$ cat src/rtl/pc_sequencer_if.sv
// rtl/pc_sequencer_if.sv - stall/branch/halt controls and PC/fetch status bundle for pc_sequencer
interface pc_sequencer_if #(
  parameter int nbits = 7
);
  logic             stall;
  logic             branch_req;
  logic [nbits-1:0] branch_target;
  logic             halt;
  logic [nbits-1:0] pc;
  logic [nbits-1:0] next_pc;
  logic             dec;
  logic             flush;
  logic             fetch_valid;
  logic             halted;
  logic             trap;

  modport master (
    output stall, branch_req, branch_target, halt,
    input  pc, next_pc, dec, flush, fetch_valid, halted, trap
  );

  modport slave (
    input  stall, branch_req, branch_target, halt,
    output pc, next_pc, dec, flush, fetch_valid, halted, trap
  );
endinterface

$ cat src/rtl/pc_sequencer.sv
// rtl/pc_sequencer.sv - program counter sequencer (RUN/FLUSH/HALT); optional PC_WRAP_TRAP_EN turns PC wrap into a trap
module pc_sequencer #(
  parameter int nbits        = 7,
  parameter int FLUSH_CYCLES = 2,
  parameter int RESET_VECTOR = 0
) (
  input logic           clk,
  input logic           rst,
  pc_sequencer_if.slave bus
);
  typedef enum logic [1:0] {RUN, FLUSH, HALT} state_t;

  localparam logic [nbits-1:0] reset_pc   = nbits'(RESET_VECTOR);
  localparam logic [3:0]       flush_load = 4'(FLUSH_CYCLES);
  localparam logic [nbits-1:0] pc_one     = nbits'(1);

  state_t           state_q, state_d;
  logic [nbits-1:0] pc_q, pc_d;
  logic [3:0]       cnt_q, cnt_d;
  logic             flush_q, flush_d;
  logic             fv_q, fv_d;
  logic             halted_q, halted_d;
  logic             dec_sel;
`ifdef PC_WRAP_TRAP_EN
  logic             trap_q, trap_d;
`endif

  // Next-state and PC-mux selection; priority is halt > branch > stall > increment.
  always_comb begin
    state_d  = state_q;
    pc_d     = pc_q;
    cnt_d    = cnt_q;
    flush_d  = 1'b0;
    fv_d     = 1'b0;
    halted_d = halted_q;
    dec_sel  = 1'b0;
`ifdef PC_WRAP_TRAP_EN
    trap_d   = trap_q;
`endif
    case (state_q)
      RUN: begin
        if (bus.halt) begin
          state_d  = HALT;
          halted_d = 1'b1;
        end else if (bus.branch_req) begin
          dec_sel = 1'b1;
          pc_d    = bus.branch_target;
          cnt_d   = flush_load;
          flush_d = 1'b1;
          state_d = FLUSH;
        end else if (!bus.stall) begin
`ifdef PC_WRAP_TRAP_EN
          // An increment off the top of the address space traps instead of wrapping.
          if (&pc_q) begin
            trap_d   = 1'b1;
            halted_d = 1'b1;
            state_d  = HALT;
          end else begin
            pc_d = pc_q + pc_one;
            fv_d = 1'b1;
          end
`else
          pc_d = pc_q + pc_one;
          fv_d = 1'b1;
`endif
        end
      end
      FLUSH: begin
        if (bus.halt) begin
          state_d  = HALT;
          halted_d = 1'b1;
        end else if (!bus.stall) begin
          // The last suppressed cycle hands straight back to RUN with the target valid.
          if (cnt_q <= 4'd1) begin
            cnt_d   = 4'd0;
            state_d = RUN;
            fv_d    = 1'b1;
          end else begin
            cnt_d = cnt_q - 4'd1;
          end
        end
      end
      default: begin
        state_d = HALT;
      end
    endcase
  end

  // State registers; reset wins over every other input in every state.
  always_ff @(posedge clk) begin
    if (rst) begin
      state_q  <= RUN;
      pc_q     <= reset_pc;
      cnt_q    <= 4'd0;
      flush_q  <= 1'b0;
      fv_q     <= 1'b0;
      halted_q <= 1'b0;
`ifdef PC_WRAP_TRAP_EN
      trap_q   <= 1'b0;
`endif
    end else begin
      state_q  <= state_d;
      pc_q     <= pc_d;
      cnt_q    <= cnt_d;
      flush_q  <= flush_d;
      fv_q     <= fv_d;
      halted_q <= halted_d;
`ifdef PC_WRAP_TRAP_EN
      trap_q   <= trap_d;
`endif
    end
  end

  assign bus.pc          = pc_q;
  assign bus.next_pc     = rst ? reset_pc : pc_d;
  assign bus.dec         = dec_sel & ~rst;
  assign bus.flush       = flush_q;
  assign bus.fetch_valid = fv_q;
  assign bus.halted      = halted_q;
`ifdef PC_WRAP_TRAP_EN
  assign bus.trap        = trap_q;
`else
  assign bus.trap        = 1'b0;
`endif
endmodule

$ cat src/flat_wrapper.sv
// flat-port wrapper written by rule: the top's interface ports become plain ports
module pc_sequencer_flat 
#(
  parameter int nbits        = 7,
  parameter int FLUSH_CYCLES = 2,
  parameter int RESET_VECTOR = 0
)
  (clk, rst, bus_stall, bus_branch_req, bus_branch_target, bus_halt, bus_pc, bus_next_pc, bus_dec, bus_flush, bus_fetch_valid, bus_halted, bus_trap);
  pc_sequencer_if #(.nbits(nbits)) bus_i ();
  input logic clk;
  input logic rst;
  input wire logic [$bits(bus_i.stall)-1:0] bus_stall;
  input wire logic [$bits(bus_i.branch_req)-1:0] bus_branch_req;
  input wire logic [$bits(bus_i.branch_target)-1:0] bus_branch_target;
  input wire logic [$bits(bus_i.halt)-1:0] bus_halt;
  output wire logic [$bits(bus_i.pc)-1:0] bus_pc;
  output wire logic [$bits(bus_i.next_pc)-1:0] bus_next_pc;
  output wire logic [$bits(bus_i.dec)-1:0] bus_dec;
  output wire logic [$bits(bus_i.flush)-1:0] bus_flush;
  output wire logic [$bits(bus_i.fetch_valid)-1:0] bus_fetch_valid;
  output wire logic [$bits(bus_i.halted)-1:0] bus_halted;
  output wire logic [$bits(bus_i.trap)-1:0] bus_trap;
  assign bus_i.stall = bus_stall;
  assign bus_i.branch_req = bus_branch_req;
  assign bus_i.branch_target = bus_branch_target;
  assign bus_i.halt = bus_halt;
  assign bus_pc = bus_i.pc;
  assign bus_next_pc = bus_i.next_pc;
  assign bus_dec = bus_i.dec;
  assign bus_flush = bus_i.flush;
  assign bus_fetch_valid = bus_i.fetch_valid;
  assign bus_halted = bus_i.halted;
  assign bus_trap = bus_i.trap;
  pc_sequencer #(.nbits(nbits), .FLUSH_CYCLES(FLUSH_CYCLES), .RESET_VECTOR(RESET_VECTOR)) u_core (.clk(clk), .rst(rst), .bus(bus_i));
endmodule
$ cat config.mk
export PLATFORM = sky130hd
export DESIGN_NAME = pc_sequencer_flat
export DESIGN_NICKNAME = d
export VERILOG_FILES = /design/src/rtl/pc_sequencer_if.sv /design/src/rtl/pc_sequencer.sv /design/src/flat_wrapper.sv
export SDC_FILE = /design/constraint.sdc
export NUM_CORES = 1
export LEC_CHECK = 0
export CAP_MARGIN = 20
export CORE_ASPECT_RATIO = 0.7
export CORE_MARGIN = 3
export CORE_UTILIZATION = 25
export CTS_CLUSTER_DIAMETER = 50
export CTS_CLUSTER_SIZE = 40
export DETAILED_ROUTE_END_ITERATION = 10
export PLACE_DENSITY_LB_ADDON = 0.08
export SYNTH_ARGS = -nofsm -noshare
export SYNTH_HDL_FRONTEND = slang
export SYNTH_SLANG_ARGS = --single-unit
$ cat constraint.sdc
create_clock -name clk -period 3.5 [get_ports clk]
set_input_delay 0.7 -clock clk [delete_from_list [all_inputs] [get_ports clk]]
set_output_delay 0.7 -clock clk [all_outputs]
set_load 0.01 [all_outputs]
# Word level (Yosys, flattened, before mapping)
# Index checks and enable logic that the tools add are counted.
# word_totals
register_bits	16
inputBits	12
output_inout_bits	19
# classes
addsub	2
magnitude_cmp	1
eq_ne	8
muxes	27
n_bitwise	2
n_reduce_logical	6
# op_table
operator	n
$mux 7	5
$mux 4	5
$mux 2	5
$mux 1	9
$ne 2x2->1 const B	4
$pmux 4 s2	1
$add 7x1->7 const B	1
$ne 3x3->1 const B	2
$reduce_and 5->1	1
$le 4x1->1 const B	1
$pmux 2 s2	1
$sub 4x1->4 const B	1
$ne 3x2->1 const B	1
$reduce_and 3->1	1
$eq 2x1->1 const B	1
$logic_not 2->1	1
$pmux 1 s2	1
$reduce_and 2->1	1
$reduce_bool 2->1	1
$reduce_or 2->1	1
$and 1x1->1	1
$not 1->1	1

# Logic depth before layout (Yosys ltp)
# Gate-level depths: netlist of the first run.
# logic_depth
ltp_word	6
ltp_mapped	6
mapped_depth_nobuf	6

# Worst setup path before layout of the first run
# Ideal clock, no wire load.
# synth_timing
kind	input-to-output
start	input port bus_branch_req
end	output port bus_next_pc[5]
arrival_ps	1868
t_required_ps	2800
slack_ps	932
cell_stages	4
cell_sequence	clkbuf_1 > buf_1 > nor3_1 > nor4b_1
# synth_between
elab_chain_len	4
# synth_lines
element	line	rtl
start, declared	flat_wrapper.sv:13	input wire logic [$bits(bus_i.branch_req)-1:0] bus_branch_req;
$mux 7	pc_sequencer.sv:45	end else if (bus.branch_req) begin
$mux 7	pc_sequencer.sv:42	if (bus.halt) begin
$mux 7	pc_sequencer.sv:40	case (state_q)
$mux 7	n/a	
end, declared	flat_wrapper.sv:17	output wire logic [$bits(bus_i.next_pc)-1:0] bus_next_pc;
# No other way between the ends.

# Worst setup path after layout of the first run
# layout_timing
start	input port bus_stall
end	output port bus_next_pc[4]
# layout_between
elab_chain_len	5
# layout_lines
element	line	rtl
start, declared	flat_wrapper.sv:12	input wire logic [$bits(bus_i.stall)-1:0] bus_stall;
$mux 7	pc_sequencer.sv:51	end else if (!bus.stall) begin
$mux 7	pc_sequencer.sv:45	
$mux 7	pc_sequencer.sv:42	
$mux 7	pc_sequencer.sv:40	
$mux 7	n/a	
# No other way between the ends.

==> summary.txt, run 1 <==
Total die area: 4190 µm²
Post-route core utilization: 40.5%
PD cells: 336 nW/µm²
Maximum vdd drop: 0.000132 V
Largest net degree at the start of global routing: 12
Clock skew: 0.786 ps
Sequential cell area fraction in the yosys report: 37.2%
Req. time, crit path: 2800 ps
Setup WS post-layout: 167 ps
Capturing point of the worst reg2reg path: u_core.bus.pc[6]
Later-pin clock latency in the skew report: 250 ps
Unrepaired setup endpoints after global routing: false
Die width: 76.1 µm
Worst-Margin Slew: 599 ps
DRT Wirelength: 2390 µm
Detailed placement HPWL: 1810 µm
Netlist Area Pre-Place: 861 µm²
First-pass GRT wire length: 4080 µm
R2R Setup Slk: 1830 ps
Ys flop type: dfxtp_1
Layout area overhead: 51.0%
Vias in the first global route: 838
DRC errors left: 0
Cell taking the most area after synthesis: dfxtp_1
Layout cell share with drive strength beyond 1: 11.5%
GRT Residual Overflow: 0
Crit-path most repeated cell: clkdlybuf4s50_1
DR vias/cell: 4.74
Routed via count: 882
Path depth of the worst reg2reg path: 5
Synthesis warning total: 0
Gate Count Post-Synth: 103
Number of synthesized flops with an enable pin: 0
Final Setup Violations: 0
CP Data Arrival Time: 2630 ps
Area after DPL: 1250 µm²
Max-slew violation count: 0
Worst min path class: reg2reg
Clock Tree Buf Depth: 2
Ant diodes: 0
Register Area: 320 µm²
Overall Global Routing Usage: 12.5%
Routed wire length per instance: 12.8 µm
Critical Setup Path Class: in2out
Top cells by area, synth: dfxtp_1 37%, a21oi_1 5.8%, ha_1 4.4%
Final worst path period share: 95.2%
Fmax achieved: 0.300 GHz
R2R Path Start: u_core.bus.pc[0]
Net Count, Synth: 118
IO Port Bufs: 29
Die height: 55.1 µm
Core Rows: 17
1st-iter DRT viols: 49
Final instance area: 1300 µm²
Initial Util: 26.8%
# Post-CTS Setup Buffers: 0
Status: finished clean
CTS tree: yes
Min Hold Slack: 471 ps
Initial antenna violation count: 0
MaxCap Viol Count: 0
TritonCTS buffer count: 3
CP Buf/Inv Count: 3
Synth cell types: 42
Footprint of the multi-input gates: 493 µm²
Max FO, Critical Path: 5
Worst Hold Path EP: u_core.bus.halted
Crit-path slowest cell: clkdlybuf4s50_1
Final min period: 3330 ps
CTS clk-pin slew, worst paths: 60 ps
Delay-heaviest family, CP: buffers and inverters
Drt first pass iters: 4
Fillers: 319
IO Count: 31
Leak: 0.484 nW
Worst Hold Launch: u_core.bus.halted
CTS root buffer: clkbuf_8
Dpl ws: 8.45 ps
Synth top area share: 37.2%
Final Wtd Congestion: 0.814
Commonest cells after routing, fill and taps aside: 28 x clkdlybuf4s50_1, 16 x dfxtp_1, 10 x nor2_1, 10 x a21oi_1, 10 x buf_4
Crit start category: input port
TNS Setup: 0 ps
Largest stage delay, worst path: 600 ps
Hold Path Depth: 2
Most common cell after layout, fill and taps aside: clkdlybuf4s50_1
Synth async-reset ratio: 0%
Crit end category: output port
TritonCTS Sinks: 16
Yosys reg bits: 16
Cts hold-fix bufs: 0
Crit-path cells: clkdlybuf4s50_1, and3b_1, buf_4, nand3_1, mux2i_1, a211oi_1, clkdlybuf4s50_1
Syn_area_per_cell: 8.36 µm²
Core area: 3210 µm²
Worst rel slew slack: 59.5%
Final #Nets: 156
Endpoints failing hold: 0
Remaining antenna violation count: 0
H-tree depth: 1
[Yosys cell counts, drive strengths merged (2+ instances only)]
| library cell | instances |
|---|---|
| nor2 | 10 |
| nor4b | 2 |
| o21ai | 6 |
| o31ai | 2 |
| nor2b | 2 |
| dfxtp | 16 |
| nand2 | 6 |
| nand4b | 3 |
| a211oi | 2 |
| clkbuf | 2 |
| nor3b | 2 |
| ha | 3 |
| inv | 5 |
| a21oi | 10 |
| or3 | 2 |
| buf | 4 |
| nor3 | 6 |
[layout make-up]
class / count / share of cell area [%]
tap: 47 / 4.52
sequential: 16 / 24.6
multi-input combinational: 76 / 37.9
inverter: 5 / 1.44
clock buffer: 3 / 3.18
timing repair buffer: 39 / 28.3
[report_power, final]
group | leakage, nW | internal, W | switching (W)
registers | 0.131 | 0.000191 | 0.00000990
clock network | 0.0216 | 0.0000763 | 0.0000642
logic | 0.332 | 0.0000536 | 0.0000418
[what timing repair did]
| action | in CTS | in global routing |
|---|---|---|
| hold endpoints to repair | 0 | 0 |
| gates resized for setup | 0 | 2 |
| setup endpoints to repair | 0 | 2 |
[cell families after synthesis]
group | count (synthesis) | share of synthesized area [%]
compound gates | 30 | 22.2
fa+ha+maj | 3 | 4.36
buf+inv | 11 | 6.25
flops | 16 | 37.2
mux | 1 | 1.16
other cells | 1 | 0.436
simple gates | 41 | 28.3
[registers in the layout, summed over array words and instances (netlist names)]
signal and count:
u_core.bus.fetch_valid 1, u_core.bus.flush 1, u_core.bus.halted 1, u_core.bus.pc 7, u_core.cnt_q 4, u_core.state_q 2
[layer usage]
metal	share of wire, %	vias to the layer above	global-route usage (%)
li1	-	450	-
met1	51	407	16.0
met2	41	23	20.1
met3	6.7	2	5.34
met4	0.50	0	1.81
met5	0	-	0
[worst max-delay path by stage]
stage | end | startpoint | cells past startpoint
3_5_place_dp | bus_next_pc[6] | bus_stall | 6
4_1_cts | bus_next_pc[6] | bus_stall | 6
3_3_place_gp | bus_next_pc[6] | bus_halt | 5
5_1_grt | bus_next_pc[4] | bus_stall | 7
2_1_floorplan | bus_next_pc[5] | bus_branch_req | 4
6_report | bus_next_pc[4] | bus_stall | 7
[through the flow]
| step | instances | power [W] |
|---|---|---|
| 3_5_place_dp | 183 | 0.000300 |
| 2_1_floorplan | 103 | 0.000246 |
| 4_1_cts | 186 | 0.000443 |
| 5_1_grt | 186 | 0.000462 |
| 6_report | 186 | 0.000437 |
| 3_3_place_gp | 183 | 0.000300 |
[worst reg2reg max path, stage by stage (launching register included)]
cell and delay, ps:
dfxtp_1 410, ha_1 220, and3b_1 210, nand4_1 130, or4_1 410, a31oi_1 210
(Power assumes the default switching activity.)
==> run 2, diff against run 1 <==
- SLEW_MARGIN: unset -> 0
==> results of run 2 <==
No change in the layout: final DEF, timing and power equal those of run 1.
==> run 3, diff against run 2 <==
- CELL_PAD_IN_SITES_DETAIL_PLACEMENT: unset -> 1
- CELL_PAD_IN_SITES_GLOBAL_PLACEMENT: unset -> 1
- CORE_UTILIZATION: 25 -> 33
==> run 3 against run 2 <==
  * Flip-flop and latch count stayed put
  * Global-route usage is 5.4 points higher
  * First-iteration DRC count is 51% lower
  * Non-clock buffer count is 2 lower
  * Die area is 22% lower
  * Sequential share of layout area is 0.46 points higher
  * Register-to-register slack hardly changed
  * Worst setup slack better by 30 ps
  * Critical path type unchanged
  * Largest power group unchanged
==> summary.txt, run 3 (synthesis gave the netlist of run 1 again) <==
Later-pin clock latency in the skew report: 240 ps (about the same)
Total die area: 3270 µm² (-22%)
DRC errors left: 0 (unchanged)
DRT Wirelength: 2700 µm (+13%)
Placed Instances: 166 (-9.3%)
Ant diodes: 0 (unchanged)
Crit start category: input port
Final Wtd Congestion: 0.785 (-3.5%)
IO Count: 31 (unchanged)
Crit end category: output port
CP Data Arrival Time: 2600 ps (-30 ps)
Die width: 67.0 µm (-12%)
Layout area overhead: 48.3%
Worst Hold Launch: u_core.bus.halted
Max-slew violation count: 0 (unchanged)
Routed via count: 920 (+4.3%)
PD cells: 342 nW/µm² (+1.8%)
Final non-filler cell total: 169 (-9.1%)
H-tree depth: 1 (unchanged)
Register share of total power: 46.1% (about the same)
Clock skew: 1.16 ps (+0.373 ps)
Core Rows: 14 (-3)
R2R Setup Slk: 1820 ps (about the same)
Endpoints failing hold: 0 (unchanged)
Area after DPL: 1220 µm² (-2.7%)
Final instance area: 1280 µm² (-1.8%)
Commonest cells after routing, fill and taps aside: 27 x clkdlybuf4s50_1, 16 x dfxtp_1, 10 x nor2_1, 10 x a21oi_1, 8 x buf_4
# Post-CTS Setup Buffers: 0 (unchanged)
Worst rel slew slack: 54.9% (-4.6 points)
Final #Nets: 154 (-1.3%)
Routed wire length per instance: 16.0 µm (+24%)
Final Setup Violations: 0 (unchanged)
Remaining antenna violation count: 0 (unchanged)
Max FO, Critical Path: 14 (+9)
TNS Setup: 0 ps (unchanged)
Worst-Margin Slew: 667 ps (+68.0 ps)
First-pass GRT wire length: 4510 µm (+10%)
TritonCTS buffer count: 3 (unchanged)
Final worst path period share: 94.4% (-0.87 points)
Maximum vdd drop: 0.000229 V (+73%)
DR vias/cell: 5.44 (+15%)
Unrepaired setup endpoints after global routing: false
Critical Setup Path Class: in2out
Drt first pass iters: 4 (unchanged)
TritonCTS Sinks: 16 (unchanged)
R2R Path Start: u_core.bus.pc[0]
CTS root buffer: clkbuf_8
Net Sw Frac: 26.9% (+0.31 points)
P_sw: 0.000117 W (+1.1%)
Dpl ws: -17.6 ps (-26.1 ps)
Clock power frac: 31.5% (-0.7 points)
Die height: 48.7 µm (-12%)
GRT Residual Overflow: 0 (unchanged)
Core area: 2310 µm² (-28%)
Clock Tree Buf Depth: 2 (unchanged)
Initial antenna violation count: 0 (unchanged)
Fmax achieved: 0.303 GHz (+0.92%)
Worst min path class: reg2reg
Largest register FFs: 7 (unchanged)
IO Port Bufs: 29 (unchanged)
MaxCap Viol Count: 0 (unchanged)
Met1 Track Usage GR: 24.6% (+8.6 points)
Overall Global Routing Usage: 17.9% (+5.4 points)
Initial Util: 37.2% (+10 points)
Final min period: 3300 ps (-30.4 ps)
Most common cell after layout, fill and taps aside: clkdlybuf4s50_1
Detailed placement HPWL: 2020 µm (+12%)
Req. time, crit path: 2800 ps (about the same)
1st-iter DRT viols: 24 (-51%)
Cts hold-fix bufs: 0 (unchanged)
Critical path launch point: bus_branch_req
Combinational Power Share: 22.3% (+0.5 points)
Status: finished clean
Vias in the first global route: 924 (+10%)
CTS clk-pin slew, worst paths: 60 ps (about the same)
Internal Power: 0.000319 W (-0.49%)
Setup WS post-layout: 197 ps (+30.4 ps)
CTS tree: yes
Leak: 0.480 nW (-0.84%)
Grt met2 use: 27.6% (+7.4 points)
Layout cell share with drive strength beyond 1: 11.7% (+0.17 points)
Gr busiest metal: met2
Routing usage on met3: 6.25% (+0.91 points)
Largest net degree at the start of global routing: 16 (+4)
## run 3: cell types whose count changed in the layout (fill, tap and decap cells not counted), sizes merged
cell / before / now
dlygate4sd2: 0 / 1
buf: 10 / 8
clkdlybuf4s50: 28 / 27
## run 3: final timing paths
kind | end | cells after the start
worst min-delay path | u_core.bus.halted | 2
worst max-delay path | bus_next_pc[3] | 6
worst min register to register | u_core.bus.halted | 2
worst max register to register | u_core.bus.pc[6] | 5
## run 3: worst max-delay path, cell delays in order
cell	delay [ps]
clkdlybuf4s50_1	540
buf_4	250
o31ai_1	250
nand2_1	90
a21oi_1	200
clkdlybuf4s50_1	570
## run 3: what timing repair did
item / 4_1_cts / 5_1_grt
pin swaps: 0 / 0
setup endpoints to repair: 2 / 3
resized for setup: 2 / 4
## run 3: area by class of cell
cell class                 instances  area, µm²
multi-input combinational         76        504
sequential                        16        320
tap                               32       40.0
inverter                           5       18.8
fill                             283       1040
timing repair buffer              37        352
clock buffer                       3       41.3
## run 3: metrics by stage
step	total power (W)	hold WS [ps]	util [%]
CTS	0.000440	489	54.6
global route	0.000462	540	55.2
detailed placement	0.000299	461	52.6
global placement	0.000297	469	52.6
floorplan	0.000246	463	-
finish	0.000436	480	55.2
## run 3: power groups by stage
stage          clock network (W)  registers (W)  logic (W)
2_1_floorplan                  0       0.000204  0.0000426
3_3_place_gp                   0       0.000205  0.0000925
3_5_place_dp                   0       0.000205  0.0000945
4_1_cts                 0.000143       0.000201  0.0000955
5_1_grt                 0.000153       0.000202   0.000106
6_report                0.000138       0.000201  0.0000974
## run 3: metal layers
metal  wire [µm]  part of all wire, %
met1        1380                   51
met2        1160                   43
met4           8                 0.30
met3         150                  5.6
met5           0                    0
